$ cat config.mk
export PLATFORM = sky130hd
export DESIGN_NAME = f1_reaction_timer
export DESIGN_NICKNAME = d
export VERILOG_FILES = /design/src/rtl/f1_reaction_timer.sv
export SDC_FILE = /design/constraint.sdc
export NUM_CORES = 1
export LEC_CHECK = 0
export ABC_AREA = 1
export CAP_MARGIN = 0
export CELL_PAD_IN_SITES_DETAIL_PLACEMENT = 0
export CELL_PAD_IN_SITES_GLOBAL_PLACEMENT = 2
export CORE_MARGIN = 4
export CORE_UTILIZATION = 30
export CTS_CLUSTER_SIZE = 12
export DETAILED_ROUTE_END_ITERATION = 8
export HOLD_SLACK_MARGIN = 0.06
export PLACE_DENSITY = 0.83
export SYNTH_ARGS = -nofsm -noshare
export SYNTH_HDL_FRONTEND = slang
export SYNTH_SLANG_ARGS = --single-unit
export TNS_END_PERCENT = 30
$ cat constraint.sdc
create_clock -name clk -period 2.15 [get_ports clk]
set_clock_uncertainty 0.2 [all_clocks]
set_input_delay 0.43 -clock clk [delete_from_list [all_inputs] [get_ports clk]]
set_output_delay 0.43 -clock clk [all_outputs]
set_load 0.05 [all_outputs]
$ cat src/rtl/f1_reaction_timer.sv
// F1 start-light reaction timer: detects lights-out, times the button press in ticks,
// flags jump starts and time-outs. Define F1_REACTION_BEST_EN to track the best time.
module f1_reaction_timer #(
  parameter int WIDTH      = 16,
  parameter int TIMEOUT_MS = 1000
) (
  input  logic             clk,
  input  logic             rst,
  input  logic [7:0]       lights,
  input  logic             tick,
  input  logic             button,
  output logic [WIDTH-1:0] reaction_ms,
  output logic             valid,
  output logic             false_start,
  output logic             timeout,
  output logic             busy,
  output logic [WIDTH-1:0] best_ms
);

  localparam logic [WIDTH-1:0] TIMEOUT_VAL  = WIDTH'(TIMEOUT_MS);
  localparam logic [WIDTH-1:0] TIMEOUT_LAST = WIDTH'(TIMEOUT_MS - 1);

  typedef enum logic [2:0] {
    IDLE        = 3'd0,
    ARMED       = 3'd1,
    WAIT_OUT    = 3'd2,
    TIMING      = 3'd3,
    FALSE_START = 3'd4,
    DONE        = 3'd5
  } state_t;

  state_t           state_q, state_d;
  logic             sync1_q, sync1_d;
  logic             sync2_q, sync2_d;
  logic             sync3_q, sync3_d;
  logic [7:0]       lights_q, lights_d;
  logic [WIDTH-1:0] count_q, count_d;
  logic [WIDTH-1:0] reaction_q, reaction_d;
  logic             valid_q, valid_d;
  logic             fs_q, fs_d;
  logic             to_q, to_d;

  logic btn_rise;
  logic lights_out;

  assign btn_rise   = sync2_q & ~sync3_q;
  assign lights_out = (lights_q == 8'hFF) && (lights == 8'h00);

  always_comb begin
    sync1_d  = button;
    sync2_d  = sync1_q;
    sync3_d  = sync2_q;
    lights_d = lights;
  end

  always_comb begin
    state_d    = state_q;
    count_d    = count_q;
    reaction_d = reaction_q;
    valid_d    = 1'b0;
    fs_d       = fs_q;
    to_d       = to_q;

    case (state_q)
      IDLE: begin
        if (lights != 8'h00) state_d = ARMED;
      end
      ARMED: begin
        if (btn_rise)                state_d = FALSE_START;
        else if (lights == 8'hFF)    state_d = WAIT_OUT;
        else if (lights == 8'h00)    state_d = IDLE;
      end
      WAIT_OUT: begin
        if (btn_rise) begin
          state_d = FALSE_START;
        end else if (lights_out) begin
          state_d = TIMING;
          count_d = '0;
        end else if (lights != 8'hFF && lights != 8'h00) begin
          state_d = ARMED;
        end
      end
      TIMING: begin
        // A press in the same cycle as a tick wins; that tick is dropped.
        if (btn_rise) begin
          reaction_d = count_q;
          valid_d    = 1'b1;
          state_d    = DONE;
        end else if (lights != 8'h00) begin
          state_d = ARMED;
        end else if (tick) begin
          if (count_q == TIMEOUT_LAST) begin
            reaction_d = TIMEOUT_VAL;
            to_d       = 1'b1;
            valid_d    = 1'b1;
            state_d    = DONE;
          end else begin
            count_d = count_q + WIDTH'(1);
          end
        end
      end
      FALSE_START: begin
        if (lights == 8'h00) state_d = IDLE;
      end
      DONE: begin
        if (lights != 8'h00) state_d = ARMED;
      end
      default: state_d = IDLE;
    endcase

    if (state_d == FALSE_START && state_q != FALSE_START) begin
      reaction_d = '0;
      fs_d       = 1'b1;
      valid_d    = 1'b1;
    end
    if (state_d == ARMED && state_q != ARMED) begin
      fs_d = 1'b0;
      to_d = 1'b0;
    end
  end

  always_ff @(posedge clk or negedge rst) begin
    if (!rst) begin
      state_q    <= IDLE;
      sync1_q    <= 1'b0;
      sync2_q    <= 1'b0;
      sync3_q    <= 1'b0;
      lights_q   <= 8'h00;
      count_q    <= '0;
      reaction_q <= '0;
      valid_q    <= 1'b0;
      fs_q       <= 1'b0;
      to_q       <= 1'b0;
    end else begin
      state_q    <= state_d;
      sync1_q    <= sync1_d;
      sync2_q    <= sync2_d;
      sync3_q    <= sync3_d;
      lights_q   <= lights_d;
      count_q    <= count_d;
      reaction_q <= reaction_d;
      valid_q    <= valid_d;
      fs_q       <= fs_d;
      to_q       <= to_d;
    end
  end

  assign reaction_ms = reaction_q;
  assign valid       = valid_q;
  assign false_start = fs_q;
  assign timeout     = to_q;
  assign busy        = (state_q == ARMED) || (state_q == WAIT_OUT) || (state_q == TIMING);

`ifdef F1_REACTION_BEST_EN
  logic [WIDTH-1:0] best_q, best_d;

  // Only a clean result strictly faster than the record replaces it.
  always_comb begin
    best_d = best_q;
    if (valid_d && !fs_d && !to_d && (reaction_d < best_q)) best_d = reaction_d;
  end

  always_ff @(posedge clk or negedge rst) begin
    if (!rst) best_q <= '1;
    else      best_q <= best_d;
  end

  assign best_ms = best_q;
`else
  assign best_ms = '1;
`endif

endmodule

[After elaboration in Yosys (flattened, before gate mapping)]
Index checks and enable logic that the tools add are counted.
Operators by class
  $add $sub $neg: 1
  bitwise operators: 2
  equality and inequality tests: 22
  reduce and logical (&&, ||, !) cells: 21
  multiplexer cells: 39
Operator list (number)
  $mux 16: 12
  $mux 3: 11
  $pmux 16 s2: 1
  $add 16x1->16 const B: 1
  $eq 16x10->1 const B: 1
  $eq 8x8->1 const B: 2
  $pmux 3 s5: 1
  $mux 1: 14
  $ne 2x2->1 const B: 6
  $reduce_bool 2->1: 6
  $eq 3x3->1 const B: 3
  $logic_not 8->1: 1
  $ne 8x8->1 const B: 1
  $reduce_bool 8->1: 1
  $reduce_and 7->1: 1
  $eq 3x1->1 const B: 2
  $eq 3x2->1 const B: 2
  $reduce_bool 3->1: 2
  $reduce_and 5->1: 1
  $logic_and 1x1->1: 4
  $ne 2x1->1 const B: 2
  $reduce_and 4->1: 1
  $logic_not 3->1: 1
  $ne 3x1->1 const B: 1
  6 further kinds: 7
Storage, ports and cells
  register bits: 49
  output and inout bits: 36
  input port bits: 12

[Logic depth before layout (Yosys ltp)]
Gate-level depths: netlist (run 1).
  depth in word-level cells: 10
  gate-level depth with buffers: 12
  depth with buffers taken out: 12

[Worst setup path before layout (run 1)]
OpenSTA, ideal clock, no wires.
  path type: flip-flop to flip-flop
  start point: register count_q[1]
  end point: register reaction_q[7], in the netlist reaction_ms[7]
  setup slack: 0.357 ns
  cell stages (with the launch flop): 12
  data arrival time: 1.467 ns
  required time: 1.824 ns
  library setup time: 0.126 ns
  cell sequence: dfrtp_1 > ha_1 > nand2_1 > inv_1 > nand2_1 > nor2_1 > nand3_2 > nor2_2 > nor2_4 > o21ai_4 > buf_6 > o21ai_1
On the way
  word-level cells in the longest chain between the ends: 10
  elaborated cells on any way between the ends: 14
  those cells by class: 3 x eq/ne; 6 x mux; 5 x reduce/logical
Ends and longest elaborated chain
  start, declared: line 37  | logic [WIDTH-1:0] count_q, count_d;
  start signal, assigned: line 140  | count_q <= count_d;
  $eq 16x10->1 *: line 92  | if (count_q == TIMEOUT_LAST) begin
  $mux 3: line 92
  $mux 3: line 91  | end else if (tick) begin
  $mux 3: line 89  | end else if (lights != 8'h00) begin
  $mux 3: line 85  | if (btn_rise) begin
  $pmux 3 s5: line 64  | case (state_q)
  $eq 3x3->1: line 111  | if (state_d == FALSE_START && state_q != FALSE_START) begin
  $logic_and 1x1->1: line 111
  $ne 3x2->1 (no source line), or another cell as far along
  $reduce_and 4->1 (no source line)
  end signal, assigned: line 141  | reaction_q <= reaction_d;
  end, declared: line 38  | logic [WIDTH-1:0] reaction_q, reaction_d;
Every way passes the cells marked *; elsewhere a longest branch is shown, timed or not.
A chain may end at the register's enable or synchronous reset.

[Worst setup path after layout (run 1)]
  start point: register valid_q, in the netlist valid
  end point: output valid
RTL lines
  start, declared: line 39  | logic valid_q, valid_d;
  start signal, assigned: line 142  | valid_q <= valid_d;
  end, declared: line 13  | output logic valid,
No word-level cell between the ends.

==> results of run 1 <==
worst reg2reg max path: stages (launching register included):
cell,delay [ns]
dfrtp_1,0.37
ha_1,0.19
nand2_1,0.06
inv_1,0.12
nand2_1,0.07
nor2_1,0.12
nand3_2,0.09
nor2_2,0.17
nor2_4,0.08
buf_4,0.14
nand3_1,0.09
nor2_2,0.05
nor2_1,0.09
per-layer routing:
| metal | part of all wire | vias up | global-route usage |
|---|---|---|---|
| li1 | - | 1214 | - |
| met1 | 0.47 | 1078 | 0.174 |
| met2 | 0.48 | 43 | 0.230 |
| met3 | 0.049 | 4 | 0.0362 |
| met4 | 0.0083 | 0 | 0.0299 |
| met5 | 0 | - | 0 |
logic make-up after synthesis:
| kind of cell | count (synthesis) | share of synthesized area |
|---|---|---|
| buffers and inverters | 71 | 0.134 |
| xor gates and xnor gates | 1 | 0.00322 |
| and+or+nand+nor | 185 | 0.311 |
| AOI/OAI and AO/OA | 47 | 0.0948 |
| DFF | 49 | 0.451 |
| other | 1 | 0.00138 |
| adders and majority gates | 1 | 0.00460 |
state kept, by name, summed over array words and instances, names as in the netlist, 3 cells and up:
name,flops
lights_q,8
state_q,3
reaction_ms,16
count_q,16
layout by cell type (no fill, tap or decap), types with 3 or more instances in the layout:
master	n
nand4_1	11
nor2_4	3
inv_2	3
nand2_1	76
o21ai_0	9
nand3_1	39
nor3_1	7
nor2_1	39
dlymetal6s2s_1	3
clkbuf_8	5
buf_4	39
dfrtp_1	49
conb_1	16
inv_1	40
o21ai_1	33
clkdlybuf4s50_1	11
area by class of cell:
class	instances	area share
clock buffer	5	0.0207
clock inverter	3	0.00792
inverter	45	0.0524
multi-input combinational	250	0.359
sequential	49	0.370
tap	108	0.0407
timing repair buffer	57	0.149
power breakdown:
part           switching, mW  internal (mW)  total, mW
registers             0.0389          0.959      0.998
clock network          0.348          0.237      0.585
logic                  0.332          0.149      0.482
total                  0.719           1.35       2.06
worst min path at each step:
| stage | startpoint | endpoint | slack (ns) | cells past startpoint |
|---|---|---|---|---|
| final | sync1_q | sync2_q | 0.17 | 0 |
| after global routing | sync1_q | sync2_q | 0.18 | 0 |
| after CTS | sync1_q | sync2_q | 0.17 | 0 |
| after detailed placement | sync1_q | sync2_q | 0.14 | 0 |
| after global placement | sync1_q | sync2_q | 0.14 | 0 |
| after floorplan | rst | count_q[0] | -0.07 | 0 |
through the flow:
stage / instances / total power, mW / utilization / instance area [µm²] / setup TNS (ns)
global route: 517 / 2.20 / 0.378 / 3320 / -0.0198
global placement: 507 / 1.49 / 0.364 / 3190 / -5.28
finish: 517 / 2.06 / 0.378 / 3320 / 0
CTS: 516 / 2.09 / 0.376 / 3290 / 0
detailed placement: 507 / 1.49 / 0.364 / 3190 / -5.59
floorplan: 370 / 1.35 / - / 2770 / 0
timing repair:
action	CTS	global route
buffers inserted	0	1
endpoints found under the hold margin	20	0
endpoints found under the setup margin	0	37
hold buffers	1	0
resized for setup	0	7
==> reports/metrics.cfg, run 1 <==
[placement]
io_buffers=31
hpwl_um=5160
dp_slack_ns=-0.219
gp_congestion=0.793

[logic_synthesis]
synth.area.top_cells=dfrtp_1 45%, nand2_1 10%, nand3_1 7.2%
synth-edff-count=0
yosysUniqueCellTypes=29
synth_common_cells=76 x nand2_1, 49 x dfrtp_1, 40 x inv_1, 40 x nor2_1, 39 x nand3_1
yosys_warnings=0
netlist_area_mm2=0.00272
yosys_register_bits=49
synthArstFlopShare=1.00
ys.flop_type=dfrtp_1
yosys.area.top_type=dfrtp_1
ys_seq_area_frac=0.451
avgSynthCellArea_um2=7.66
synth_top_area_frac=0.451
synth_most_common_cell=nand2_1
synthCells=355

[cells_and_area]
fillCellCount=935
fin_nets=421
ff_latch_area_mm2=0.00123
syn_to_final_growth_pct=22.1
drive_above_1_share=0.174
antenna_cells=0
multiInputGateArea_mm2=0.00119

[run_status]
status=completed

[worst_setup_path]
path_buf_inv=1
end_kind=output pin
path_cells=clkdlybuf4s50_1
ff2ff_path_depth=12
worst-path-stages=1
endpoint=valid
rr_endpoint=timeout
crit_type=reg2out
startpoint=valid
cpPeakStageDelay_ns=0.79
critical-path-top-delay-family=buffers and inverters
critPathLaunchType=flip-flop
worstPathArrival_ns=1.44
cp_max_fo=1
r2r_start=count_q[0]
reg2reg_slack_ns=0.26
slowest_stage=clkdlybuf4s50_1
cp_data_required_time_ns=1.52

[clock_network]
cts_root_buffer=clkbuf_8
cts_max_level=2
cts_sinks=49
clkLatencyLatePin_ns=0.31
tritoncts=built
clockBufferDepth=2
cts_buffers=5
clk_pin_slew_worst_paths_ns=0.10

[sta]
hold_ws_ns=0.165
finalCritPeriodShare=0.962
setup_slack_ns=0.0808
hold_viol=0
maxSlewViolCount=0
worstMarginPinSlew_ns=0.504
relSlewSlack=0.663
fin_crit_ns=2.07
clock.fmax_ghz=0.483
setup_viol=0

[flow_run]
drv_cap=0

[detailed_routing]
initialDrtViolationCount=58
vias=2339
via_per_inst=4.52
wl_per_cell_um=13.1
drc_errors=0
routed_wl_um=6760
drtAntennaViolNets=0
dr.pass1.iters=5

[die]
die_h_um=103
start_util=0.310
core_area_mm2=0.00876
io_pins=48
die_w_um=103
dieArea_mm2=0.0106
row_count=34

[global_routing]
grt_pass1_vias=2286
grt_max_degree=33
globalRouteTotalUtil=0.136
grt_pass1_wl_um=11300
antenna_found_initial=0
grt.overflow.total=0

[pwr]
vdd.ir_drop.worst_uv=246
leakagePower_nw=1.53
p_per_area_mw_per_mm2=623

[hold_path]
hp-class=reg2reg

Note: power is estimated with default switching activity, not from simulation.
==> inputs of run 2 (changes only) <==
--- a/config.mk
+++ b/config.mk
@@ -6,7 +6,7 @@
 export NUM_CORES = 1
 export LEC_CHECK = 0
 export ABC_AREA = 1
-export CAP_MARGIN = 0
+export CAP_MARGIN = 20
 export CELL_PAD_IN_SITES_DETAIL_PLACEMENT = 0
 export CELL_PAD_IN_SITES_GLOBAL_PLACEMENT = 2
 export CORE_MARGIN = 4
@@ -18,4 +18,3 @@
 export SYNTH_ARGS = -nofsm -noshare
 export SYNTH_HDL_FRONTEND = slang
 export SYNTH_SLANG_ARGS = --single-unit
-export TNS_END_PERCENT = 30
==> results of run 2 <==
No change in the layout: final DEF, timing and power equal those of run 1.
